$ cat config.mk
export PLATFORM = sky130hd
export DESIGN_NAME = fetch_stage
export DESIGN_NICKNAME = d
export VERILOG_FILES = /design/src/rtl/fetch_stage.sv
export SDC_FILE = /design/constraint.sdc
export NUM_CORES = 1
export LEC_CHECK = 0
export ABC_AREA = 1
export ABC_CLOCK_PERIOD_IN_PS = 5400
export CAP_MARGIN = 20
export CORE_UTILIZATION = 25
export CTS_CLUSTER_SIZE = 14
export DETAILED_ROUTE_END_ITERATION = 10
export HOLD_SLACK_MARGIN = 0.15
export PLACE_DENSITY = 0.46
export REMOVE_ABC_BUFFERS = 1
export SLEW_MARGIN = 15
export SYNTH_ARGS = -nofsm -noshare
export SYNTH_HDL_FRONTEND = slang
export SYNTH_SLANG_ARGS = --single-unit
$ cat constraint.sdc
create_clock -name clk_i -period 5.4 [get_ports clk_i]
set_input_delay 1.35 -clock clk_i [delete_from_list [all_inputs] [get_ports clk_i]]
set_output_delay 1.35 -clock clk_i [all_outputs]
set_load 0.02 [all_outputs]
$ cat src/rtl/fetch_stage.sv
// fetch_stage: instruction fetch with direct-mapped 2-bit BTB prediction, I-cache probe and RUN/MISS/HALT control
module fetch_stage #(
  parameter logic [31:0] RESET_PC    = 32'h0000_1000,
  parameter int          BTB_ENTRIES = 8
) (
  input  logic        clk_i,
  input  logic        rst_i,
  input  logic        stall_core_i,
  input  logic        redirect_i,
  input  logic [31:0] redirect_pc_i,
  input  logic        btb_upd_i,
  input  logic [31:0] btb_upd_pc_i,
  input  logic [31:0] btb_upd_target_i,
  input  logic        btb_upd_taken_i,
  output logic        icache_req_o,
  output logic [31:0] icache_addr_o,
  input  logic        icache_ready_i,
  input  logic [31:0] icache_data_i,
  input  logic        icache_fault_i,
  output logic [31:0] fetch_instr_o,
  output logic [31:0] fetch_pc_o,
  output logic [31:0] fetch_pred_pc_o,
  output logic        fetch_prediction_o,
  output logic        fetch_taken_o,
  output logic        fetch_misaligned_instr_exc_o,
  output logic        fetch_instr_fault_exc_o,
  output logic        fetch_stall_o
);
  localparam int IDX = $clog2(BTB_ENTRIES);
  localparam int TW  = 30 - IDX;
  typedef enum logic [1:0] {RUN, MISS, HALT} state_t;
  state_t state, state_nx;
  logic [31:0] pc, pc_nx, pc_inc;
  logic [BTB_ENTRIES-1:0] btb_v;
  logic [TW-1:0] btb_tag [BTB_ENTRIES];
  logic [31:0] btb_tgt [BTB_ENTRIES];
  logic [1:0] btb_ctr [BTB_ENTRIES];
  logic [IDX-1:0] idx, u_idx;
  logic lk_hit, u_hit, req, rsp_ok, unused_upd_lsb;
  assign unused_upd_lsb = ^btb_upd_pc_i[1:0];
  assign idx = pc[IDX+1:2];
  assign u_idx = btb_upd_pc_i[IDX+1:2];
  assign lk_hit = btb_v[idx] && btb_tag[idx] == pc[31:IDX+2];
  assign u_hit = btb_v[u_idx] && btb_tag[u_idx] == btb_upd_pc_i[31:IDX+2];
  assign pc_inc = pc + 32'd4;
  assign req = !rst_i && state != HALT && pc[1:0] == 2'b00;
  assign rsp_ok = req && icache_ready_i && !icache_fault_i;
  assign icache_req_o = req;
  assign icache_addr_o = pc;
  assign fetch_pc_o = pc;
  assign fetch_instr_o = rsp_ok ? icache_data_i : 32'h0000_0013;
  assign fetch_prediction_o = rsp_ok && lk_hit;
  assign fetch_taken_o = rsp_ok && lk_hit && btb_ctr[idx][1];
  assign fetch_pred_pc_o = fetch_taken_o ? btb_tgt[idx] : pc_inc;
  assign fetch_misaligned_instr_exc_o = !rst_i && state == RUN && pc[1:0] != 2'b00;
  assign fetch_instr_fault_exc_o = req && icache_ready_i && icache_fault_i;
  assign fetch_stall_o = req && !icache_ready_i;
  // In RUN/MISS a missing request can only mean a misaligned PC, which halts.
  always_comb begin
    state_nx = state;
    pc_nx = pc;
    if (redirect_i) begin
      state_nx = RUN;
      pc_nx = redirect_pc_i;
    end else if (!stall_core_i && state != HALT) begin
      if (!req) state_nx = HALT;
      else if (!icache_ready_i) state_nx = MISS;
      else if (icache_fault_i) state_nx = HALT;
      else begin
        state_nx = RUN;
        pc_nx = fetch_pred_pc_o;
      end
    end
  end
  always_ff @(posedge clk_i) begin
    if (rst_i) begin
      state <= RUN;
      pc <= RESET_PC;
      btb_v <= '0;
    end else begin
      state <= state_nx;
      pc <= pc_nx;
      if (btb_upd_i && !u_hit && btb_upd_taken_i) btb_v[u_idx] <= 1'b1;
    end
  end
  always_ff @(posedge clk_i) begin
    if (btb_upd_i && u_hit) begin
      btb_ctr[u_idx] <= btb_upd_taken_i ? (btb_ctr[u_idx] == 2'b11 ? 2'b11 : btb_ctr[u_idx] + 2'd1)
                                        : (btb_ctr[u_idx] == 2'b00 ? 2'b00 : btb_ctr[u_idx] - 2'd1);
      if (btb_upd_taken_i) btb_tgt[u_idx] <= btb_upd_target_i;
    end else if (btb_upd_i && btb_upd_taken_i) begin
      btb_ctr[u_idx] <= 2'b10;
      btb_tag[u_idx] <= btb_upd_pc_i[31:IDX+2];
      btb_tgt[u_idx] <= btb_upd_target_i;
    end
  end
endmodule
==> impl_metrics.prom <==
# TYPE chip_impl_metric gauge
chip_impl_metric{name="final_hold_violation_count",unit=""} 0
chip_impl_metric{name="grt_max_degree",unit=""} 134
chip_impl_metric{name="worstPathRequired",unit="ns"} 4.05
chip_impl_metric{name="yosysWarningCount",unit=""} 0
chip_impl_metric{name="synth_async_sr_flop_share",unit="%"} 0
chip_impl_metric{name="sequential_area_share_after_synthesis",unit="%"} 58.72
chip_impl_metric{name="netlist_instances",unit=""} 2941
chip_impl_metric{name="core_region_area",unit="sq um"} 105100
chip_impl_metric{name="cts_buffers",unit=""} 56
chip_impl_metric{name="irDropWorstVdd",unit="V"} 0.0002123
chip_impl_info{name="setup_repair_after_global_routing_missed_its_margin",value="false"} 1
chip_impl_metric{name="clk-insertion-delay-late",unit="ns"} 0.63
chip_impl_metric{name="fillerInstances",unit=""} 11060
chip_impl_metric{name="total_routing_usage_reported_by_global_routing",unit="%"} 18.43
chip_impl_metric{name="grt_overflow_total",unit=""} 0
chip_impl_info{name="critical_path_class",value="in2out"} 1
chip_impl_metric{name="drive_gt1_share",unit="%"} 7.740
chip_impl_metric{name="static-leakage-power",unit="uW"} 0.01326
chip_impl_info{name="clock_root_buffer_master",value="clkbuf_16"} 1
chip_impl_metric{name="final.min_clock_period",unit="ns"} 5.233
chip_impl_metric{name="post_synth_num_cell_types",unit=""} 46
chip_impl_metric{name="cp.arrival",unit="ns"} 3.88
chip_impl_info{name="worst_setup_path_end_kind",value="output port"} 1
chip_impl_metric{name="cts-hold-fix-buffers",unit=""} 0
chip_impl_metric{name="grt_first_pass_wirelength",unit="microns"} 145300
chip_impl_metric{name="std_cell_rows",unit=""} 119
chip_impl_info{name="tritoncts_clock_tree",value="yes"} 1
chip_impl_info{name="outcome",value="completed"} 1
chip_impl_info{name="worstSetupStartpointType",value="primary input"} 1
chip_impl_metric{name="numPortBuffers",unit=""} 267
chip_impl_metric{name="max_freq",unit="MHz"} 191.1
chip_impl_metric{name="start_util",unit="%"} 25.20
chip_impl_metric{name="die_w",unit="microns"} 327.5
chip_impl_metric{name="wl_per_cell",unit="microns"} 21.91
chip_impl_info{name="synth_ff_type",value="edfxtp_1"} 1
chip_impl_metric{name="drv_slew",unit=""} 0
chip_impl_metric{name="mappedNetlistArea",unit="sq um"} 26490
chip_impl_metric{name="design.portCount",unit=""} 270
chip_impl_metric{name="antenna_violations_before_repair",unit=""} 7
chip_impl_metric{name="place.detailed.instances",unit=""} 4513
chip_impl_metric{name="summed_area_of_non_filler_cells_in_the_final_layout",unit="sq um"} 33080
chip_impl_metric{name="num_vias",unit=""} 21890
chip_impl_metric{name="holdWs",unit="ns"} 0.4895
chip_impl_metric{name="max_cap_viols",unit=""} 0
chip_impl_metric{name="setup-violations-final",unit=""} 0
chip_impl_metric{name="rr_worst_depth",unit=""} 18
chip_impl_metric{name="fp.dieH",unit="microns"} 327.5
chip_impl_metric{name="final.period_utilization",unit="%"} 96.90
chip_impl_metric{name="gpl.final_weighted_congestion",unit=""} 0.8542
chip_impl_info{name="hold_class",value="reg2reg"} 1
chip_impl_metric{name="detail_route.first_pass.iterations",unit=""} 5
chip_impl_metric{name="drt-total-wl",unit="microns"} 101300
chip_impl_metric{name="count_of_unresolved_drc_violations_after_routing",unit=""} 0
chip_impl_metric{name="worst-slew-pin-transition",unit="ns"} 0.9668
chip_impl_metric{name="final.setup.tns",unit="ns"} 0
chip_impl_info{name="most-common-layout-cells",value="673 x nand2_1, 488 x edfxtp_1, 401 x inv_1"} 1
chip_impl_metric{name="count_of_flip_flops_with_a_built_in_enable_after_synthesis",unit=""} 488
chip_impl_metric{name="cellPowerDensity",unit="nW/um^2"} 302.0
chip_impl_metric{name="ys_ff_latch",unit=""} 533
chip_impl_metric{name="postRouteAntennaNets",unit=""} 0
chip_impl_info{name="most_common_library_cell_in_the_layout_ignoring_fill_and_taps",value="nand2_1"} 1
chip_impl_info{name="r2r_end",value="fetch_pc_o[21]"} 1
chip_impl_metric{name="final-instance-count-excl-fill",unit=""} 4623
chip_impl_metric{name="cts.path.max_buffers",unit=""} 3
chip_impl_info{name="endpoint",value="fetch_pred_pc_o[1]"} 1
chip_impl_metric{name="worst-path-max-fanout",unit=""} 10
chip_impl_metric{name="die-area",unit="sq um"} 107300
chip_impl_metric{name="detailedPlacementHpwl",unit="microns"} 65380
chip_impl_metric{name="drt_iter0_markers",unit=""} 1835
chip_impl_metric{name="placement.cell_area",unit="sq um"} 30980
chip_impl_metric{name="mean_area_per_synthesized_cell",unit="sq um"} 9.006
chip_impl_metric{name="final_util",unit="%"} 31.47
chip_impl_metric{name="final_net_count",unit=""} 3320
chip_impl_metric{name="fin_skew",unit="ns"} 0.02066
chip_impl_metric{name="layout_area_growth_over_synthesis",unit="%"} 24.89
chip_impl_metric{name="worst_slew_margin_rel",unit="%"} 34.86
chip_impl_metric{name="clk_pin_slew_worst_paths",unit="ns"} 0.06
chip_impl_metric{name="cts_htree_levels",unit=""} 2
chip_impl_info{name="startpoint",value="icache_ready_i"} 1
chip_impl_metric{name="reg2reg_setup_slack",unit="ns"} 2.34
chip_impl_metric{name="avgViaCountPerCell",unit=""} 4.735
chip_impl_metric{name="clock_sinks",unit=""} 533
chip_impl_metric{name="via_count_of_the_first_global_routing_pass",unit=""} 20950
==> worst max-delay path, cell delays in order <==
cell	delay (ns)
clkdlybuf4s50_1	0.51
nand2_1	0.07
nor2_1	0.10
buf_4	0.16
nand3_1	0.13
nor2_1	0.13
nand2_1	0.06
nor2_1	0.08
nand3_1	0.11
nor2_4	0.19
buf_12	0.17
nand3_1	0.08
nand2_1	0.09
clkdlybuf4s50_1	0.62
==> state kept, by name, indices dropped and copies added (netlist names), named ones only <==
register	flops
btb_tgt	256
btb_ctr	16
btb_tag	216
state	2
btb_v	8
fetch_pc_o	32
==> what timing repair did <==
item,4_1_cts,5_1_grt
setup buffers,0,1
resized for setup,18,29
setup endpoints to repair,29,23
gates cloned,1,1
==> worst min path at each step <==
stage | from | to | slack (ns) | depth (start not counted)
floorplan | btb_v[7] | btb_v[7] | 0.44 | 2
global placement | btb_v[0] | btb_v[0] | 0.47 | 2
global route | state[0] | state[0] | 0.52 | 2
finish | btb_v[0] | btb_v[0] | 0.49 | 2
detailed placement | btb_v[0] | btb_v[0] | 0.48 | 2
CTS | btb_v[7] | btb_v[7] | 0.49 | 2
==> metal layers <==
layer	vias up	track usage, %	share of wire (%)	routed length, microns
met5	-	0	0.013	13
met4	2	4.927	2.6	2662
met3	141	2.598	6.3	6363
met2	804	30.18	46	46530
met1	10680	25.35	45	45730
li1	10270	-	-	-
==> per-stage QoR <==
step	setup slack, ns	power [uW]
4_1_cts	0.003582	10070
2_1_floorplan	-4.324	5328
5_1_grt	0.03643	10310
3_5_place_dp	-0.06153	6008
6_report	0.1673	9989
3_3_place_gp	-0.06636	6008
==> layout make-up <==
| class | instances | area, sq um | share of cell area [%] |
|---|---|---|---|
| Sequential cell | 533 | 15560 | 47.05 |
| Multi-Input combinational cell | 1809 | 8476 | 25.62 |
| Timing Repair Buffer | 366 | 3794 | 11.47 |
| Tap cell | 1391 | 1740 | 5.261 |
| Inverter | 417 | 1602 | 4.841 |
| Clock buffer | 68 | 1496 | 4.524 |
| Clock inverter | 37 | 404.1 | 1.222 |
| Antenna cell | 2 | 5.005 | 0.01513 |
==> report_power, final <==
group	switching (uW)	internal (uW)	leakage [uW]
Clock	1700	2350	0.000929
Sequential	56.5	4600	0.00478
Combinational	846	435	0.00755
==> kinds of logic (layout without fill, tap and decap cells) <==
family	count (synthesis)	in the layout	share of synthesized area (%)
AOI/OAI and AO/OA	456	456	9.717
other	0	2	0
xor gates and xnor gates	31	31	1.025
buffers and inverters	599	888	9.698
DFF	533	533	58.72
and+or+nand+nor	1321	1321	20.79
adders and majority gates	1	1	0.04723
==> synthesized netlist by cell type (17+ instances only) <==
master      n  area share, %
a21oi_1    49           0.93
buf_2      53            1.0
buf_4      45            1.3
clkbuf_1   69           0.98
dfxtp_1    45            3.4
edfxtp_1  488             55
inv_1     401            5.7
nand2_1   673            9.5
nand3_1   273            5.2
nor2_1    295            4.2
nor3_1     17           0.32
o21ai_0   256            4.8
o221ai_1   32            1.1
o22ai_1   101            2.4
xor2_1     27           0.89
(Power assumes the default switching activity.)
